**config.mk**
```make
export PLATFORM = sky130hd
export DESIGN_NAME = lsu_ctrl
export DESIGN_NICKNAME = d
export VERILOG_FILES = /design/src/rtl/lsu_ctrl.sv
export SDC_FILE = /design/constraint.sdc
export NUM_CORES = 1
export LEC_CHECK = 0
export CAP_MARGIN = 15
export CORE_MARGIN = 5
export CORE_UTILIZATION = 44
export DETAILED_ROUTE_END_ITERATION = 8
export PLACE_DENSITY_LB_ADDON = 0.25
export SLEW_MARGIN = 20
export SYNTH_ARGS = -nofsm -noshare
export SYNTH_HDL_FRONTEND = slang
export SYNTH_SLANG_ARGS = --single-unit
```
**constraint.sdc**
```tcl
create_clock -name clk -period 2.18 [get_ports clk]
set_clock_uncertainty 0.1 [all_clocks]
set_input_delay 0.327 -clock clk [delete_from_list [all_inputs] [get_ports clk]]
set_output_delay 0.327 -clock clk [all_outputs]
set_load 0.02 [all_outputs]
```
**src/rtl/lsu_ctrl.sv**
```systemverilog
// Load/store unit between execute and the data bus. A store retires 2 cycles after lsu_valid, a load 3 (zero-wait bus).
// The core is stalled until retire, and mem_req is held until mem_gnt. Define LSU_MISALIGN_TRAP_EN to trap misaligned accesses.
module lsu_ctrl #(
   parameter int          ADDR_W    = 32,
   parameter logic [31:0] RDATA_RST = 32'h0
) (
   input  logic              clk,
   input  logic              rst_n,
   input  logic              lsu_valid,
   input  logic              lsu_we,
   input  logic [2:0]        lsu_funct3,
   input  logic [ADDR_W-1:0] lsu_addr,
   input  logic [31:0]       lsu_wdata,
   output logic              lsu_stall,
   output logic              lsu_done,
   output logic [31:0]       lsu_rdata,
   output logic              lsu_misaligned,
   output logic              mem_req,
   output logic              mem_we,
   output logic [ADDR_W-1:0] mem_addr,
   output logic [3:0]        mem_be,
   output logic [31:0]       mem_wdata,
   input  logic              mem_gnt,
   input  logic              mem_rvalid,
   input  logic [31:0]       mem_rdata
);

   typedef enum logic [1:0] {IDLE, REQ, RESP, DONE} state_t;

   state_t      state, state_nxt;
   logic        we_q, uns_q;
   logic [1:0]  sz_q, off_q;
   logic [1:0]  sz_in;
   logic [3:0]  be_in;
   logic [31:0] wdata_in;
   logic        trap_in;
   logic [7:0]  byte_sel;
   logic [15:0] half_sel;
   logic [31:0] load_ext;

   // Access size: 0=byte, 1=half, 2=word; reserved encodings fall into word.
   always_comb begin
      case (lsu_funct3)
         3'b000, 3'b100: sz_in = 2'd0;
         3'b001, 3'b101: sz_in = 2'd1;
         default:        sz_in = 2'd2;
      endcase
      be_in    = 4'b1111;
      wdata_in = lsu_wdata;
      case (sz_in)
         2'd0: begin
            be_in    = 4'b0001 << lsu_addr[1:0];
            wdata_in = {4{lsu_wdata[7:0]}};
         end
         2'd1: begin
            be_in    = lsu_addr[1] ? 4'b1100 : 4'b0011;
            wdata_in = {2{lsu_wdata[15:0]}};
         end
         default: ;
      endcase
   end

`ifdef LSU_MISALIGN_TRAP_EN
   logic mis_q;
   assign trap_in = ((sz_in == 2'd1) && lsu_addr[0]) ||
                    ((sz_in == 2'd2) && (lsu_addr[1:0] != 2'b00));
   always_ff @(posedge clk or negedge rst_n) begin
      if (!rst_n)                          mis_q <= 1'b0;
      else if (state == IDLE && lsu_valid) mis_q <= trap_in;
   end
   assign lsu_misaligned = mis_q && (state == DONE);
`else
   assign trap_in        = 1'b0;
   assign lsu_misaligned = 1'b0;
`endif

   always_comb begin
      state_nxt = state;
      case (state)
         IDLE:    if (lsu_valid) state_nxt = trap_in ? DONE : REQ;
         REQ:     if (mem_gnt)   state_nxt = we_q ? DONE : RESP;
         RESP:    if (mem_rvalid) state_nxt = DONE;
         DONE:    state_nxt = IDLE;
         default: state_nxt = IDLE;
      endcase
   end

   always_ff @(posedge clk or negedge rst_n) begin
      if (!rst_n) state <= IDLE;
      else        state <= state_nxt;
   end

   assign mem_req   = (state == REQ);
   assign mem_we    = mem_req && we_q;
   assign lsu_done  = (state == DONE);
   assign lsu_stall = lsu_valid && !lsu_done;

   always_comb begin
      case (off_q)
         2'd0:    byte_sel = mem_rdata[7:0];
         2'd1:    byte_sel = mem_rdata[15:8];
         2'd2:    byte_sel = mem_rdata[23:16];
         default: byte_sel = mem_rdata[31:24];
      endcase
      half_sel = off_q[1] ? mem_rdata[31:16] : mem_rdata[15:0];
      case (sz_q)
         2'd0:    load_ext = uns_q ? {24'h0, byte_sel} : {{24{byte_sel[7]}}, byte_sel};
         2'd1:    load_ext = uns_q ? {16'h0, half_sel} : {{16{half_sel[15]}}, half_sel};
         default: load_ext = mem_rdata;
      endcase
   end

   always_ff @(posedge clk or negedge rst_n) begin
      if (!rst_n) begin
         we_q      <= 1'b0;
         uns_q     <= 1'b0;
         sz_q      <= 2'd0;
         off_q     <= 2'd0;
         mem_addr  <= '0;
         mem_be    <= 4'h0;
         mem_wdata <= 32'h0;
         lsu_rdata <= RDATA_RST;
      end else begin
         if (state == IDLE && lsu_valid) begin
            we_q      <= lsu_we;
            uns_q     <= lsu_funct3[2];
            sz_q      <= sz_in;
            off_q     <= lsu_addr[1:0];
            mem_addr  <= {lsu_addr[ADDR_W-1:2], 2'b00};
            mem_be    <= be_in;
            mem_wdata <= wdata_in;
         end
         if (state == RESP && mem_rvalid) lsu_rdata <= load_ext;
      end
   end

endmodule

```
==> results.rst <==
.. list-table::
   :header-rows: 1

   * - Metric
     - Value
   * - Total Routing Usage GR
     - 21.29%
   * - Slowest cell delay on critical path
     - 0.60 ns
   * - Post-detail-place hpwl
     - 11370 um
   * - # DRC
     - 0
   * - Core occupancy in the finished layout
     - 67.64%
   * - Max Freq
     - 502.0 MHz
   * - Number of cells on the critical path
     - 2
   * - Hold crit path type
     - input port to async pin
   * - Worst Tran Pin Value
     - 0.6431 ns
   * - Cells taking the most area after synthesis
     - dfrtp_1, mux2_2, mux2i_1, nand2_1, a21oi_1
   * - Final setup violation count
     - 0
   * - # rows
     - 39
   * - Number of levels the H-tree was split into
     - 3
   * - First-pass GRT wire length
     - 24210 um
   * - Data arrival at the endpoint of the critical path
     - 1.57 ns
   * - Endpoint of the worst setup timing path
     - lsu_done
   * - Die W
     - 118.1 um
   * - Die boundary height
     - 118.1 um
   * - Grt total ovfl
     - 0
   * - Clock-pin slew on the worst setup and hold paths
     - 0.07 ns
   * - Routability-driven placement congestion ratio
     - 0.8260
   * - Yosys cell types
     - 41
   * - Post-route ant nets
     - 0
   * - Async SR Flop Fraction
     - 100.0%
   * - Port-buffer cells
     - 206
   * - Core outline area
     - 11420 um2
   * - Worst reg-to-reg path cell count
     - 5
   * - Cell-by-cell listing of the critical path
     - ha_1 > clkdlybuf4s50_1
   * - Post-synth EDFFs
     - 0
   * - Routed length per placed instance
     - 17.86 um
   * - Starting Density
     - 45.01%
   * - TritonCTS Sinks
     - 106
   * - Worst R2R Start
     - state[0]
   * - Master cell of the clock root buffer
     - clkbuf_16
   * - Worst path top cell family by delay
     - buffers and inverters
   * - Count of pins on the block boundary
     - 210
   * - Antenna diodes
     - 0
   * - Avg Synthesized Cell Area
     - 10.71 um2
   * - Final total power
     - 11100 uW
   * - Top-area cell type share of the netlist area
     - 51.61%
   * - Number of storage elements in the synthesis netlist
     - 106
   * - Leakage dissipation
     - 0.003318 uW
   * - Initial antenna violation count
     - 0
   * - Most instantiated library cell after synthesis
     - dfrtp_1
   * - Share of cells above drive strength 1
     - 15.20%
   * - IR drop worst, VDD
     - 0.8918 mV
   * - Insertion delay of the later-clocked pin in the worst-skew pair
     - 0.34 ns
   * - Most instantiated cells after synthesis
     - dfrtp_1, nand2_1, mux2_2
   * - Setup tns final
     - 0 ns
   * - Capturing point of the worst reg2reg path
     - state[0]
   * - Drt initial violations
     - 332
   * - Launch point of the worst path
     - state[0]
   * - Number of iterations in the first detailed-routing pass
     - 5
   * - Most common flop cell mapped by yosys
     - dfrtp_1
   * - Layout overhead on the synthesized area
     - 50.27%
   * - Synthesized netlist cell count
     - 480
   * - Required arrival time at the worst endpoint
     - 1.75 ns
   * - Synthesized area
     - 5140 um2
   * - Number of vias per cell
     - 5.391
   * - Via count of the first global-routing pass
     - 4749
   * - Final routed wirelength across all metal layers
     - 14900 um
   * - Final critical-path share of the clock period
     - 91.38%
   * - Area of the die
     - 13940 um2
   * - Yosys synthesis warning count
     - 0
   * - Crit path buf inv count
     - 1
   * - Path type of the worst setup path
     - register to output pin
   * - Slowest-stage cell, CP
     - clkdlybuf4s50_1
   * - Number of max-capacitance violations reported
     - 0
   * - Launching element type of the critical path
     - register
   * - Min Tclk post-route
     - 1.992 ns
   * - Ratio of total power to cell area
     - 1437 nW/um2
   * - Setup repair after global routing missed its margin
     - false
   * - Final hold violations
     - 0
   * - Largest net degree at the start of global routing
     - 43
   * - Worst rel slew slack
     - 57.12%
   * - R2R Setup Slk
     - 0.38 ns
   * - Number of vias in the routed layout
     - 4496
   * - Max-slew violation count
     - 0
   * - Setup Buffers After CTS
     - 0
   * - Synth area leader
     - dfrtp_1
   * - Total clock buffers created by CTS
     - 9
   * - Maximum count of clock buffers along a single path
     - 2
   * - Peak fanout along the critical path
     - 6
   * - Clock tree from TritonCTS
     - done
   * - Run status
     - finished clean
   * - Category of the worst setup path capture point
     - output pin
   * - Sequential cell area fraction in the yosys report
     - 51.61%
   * - Nets
     - 796
==> registers in the layout (all words and copies together) (netlist names) <==
name,cells
lsu_rdata,32
mem_wdata,32
mem_addr,30
mem_be,4
off_q,2
state,2
sz_q,2
uns_q,1
we_q,1
==> routing by layer <==
metal,vias to the layer above,GRT usage (%),routed length [um],share of wire (%)
met1,2170,25.95,5960,40
met3,28,6.535,1093,7.3
met5,-,0,0,0
met4,0,8.530,388,2.6
met2,179,35.09,7452,50
li1,2119,-,-,-
==> power breakdown <==
| part | internal, uW | switching (uW) | leakage, uW |
|---|---|---|---|
| combinational | 2920 | 3100 | 0.00190 |
| sequential | 2950 | 559 | 0.00127 |
| clock | 867 | 702 | 0.000143 |
==> placed cells by master (no fill, tap or decap), types with 5 or more instances in the layout <==
cell               n
clkbuf_16          9
mux2i_1           28
o21ai_1            5
ha_1               5
a31oi_1           13
inv_1              8
o221ai_1           7
o21ai_0           32
buf_4             20
nor2_1            39
mux2_2            49
nand2_1           59
and3b_1            6
dfrtp_1          106
a211oi_1           6
a311oi_1           6
clkdlybuf4s50_1  202
a21oi_1           37
a211oi_2          10
==> worst min path at each step <==
stage                       start            end
floorplan                   rst_n   lsu_rdata[0]
detailed placement          rst_n  lsu_rdata[21]
finish                      rst_n  lsu_rdata[21]
CTS                         rst_n  lsu_rdata[20]
global placement            rst_n  lsu_rdata[21]
global route        mem_wdata[12]  mem_wdata[12]
==> metrics by stage <==
stage / instances / hold WS [ns] / worst slack [ns] / instance area, um2
floorplan: 482 / -0.06859 / 0.4360 / 5147
global placement: 817 / 0.2109 / 0.1915 / 7426
detailed placement: 817 / 0.2151 / 0.1814 / 7426
CTS: 834 / 0.3853 / 0.01275 / 7719
global route: 834 / 0.4063 / 0.08503 / 7724
finish: 834 / 0.3765 / 0.1879 / 7724
==> what timing repair did <==
item | CTS | global route
pin swaps | 0 | 0
resized for setup | 1 | 2
endpoints found under the hold margin | 32 | 0
endpoints found under the setup margin | 1 | 2
hold buffers | 1 | 0
==> kinds of logic (layout without fill, tap and decap cells) <==
| kind of cell | after synthesis | in the layout | share of synthesized area, % |
|---|---|---|---|
| flip-flops | 106 | 106 | 51.61 |
| buffers and inverters | 46 | 255 | 4.357 |
| AND/OR/NAND/NOR | 116 | 116 | 9.640 |
| AO/OA/AOI/OAI | 128 | 128 | 16.63 |
| multiplexers | 78 | 78 | 16.48 |
| adder cells (fa/ha/maj) | 5 | 5 | 1.217 |
| other | 1 | 3 | 0.07296 |
==> final cells by class <==
type | instances | area, um2
clock buffer | 14 | 274.0
tap | 143 | 178.9
fill | 899 | 3695
multi-input combinational | 330 | 2278
sequential | 106 | 2653
inverter | 9 | 33.78
clock inverter | 2 | 10.01
timing repair buffer | 230 | 2296
Note: power is estimated with default switching activity, not from simulation.
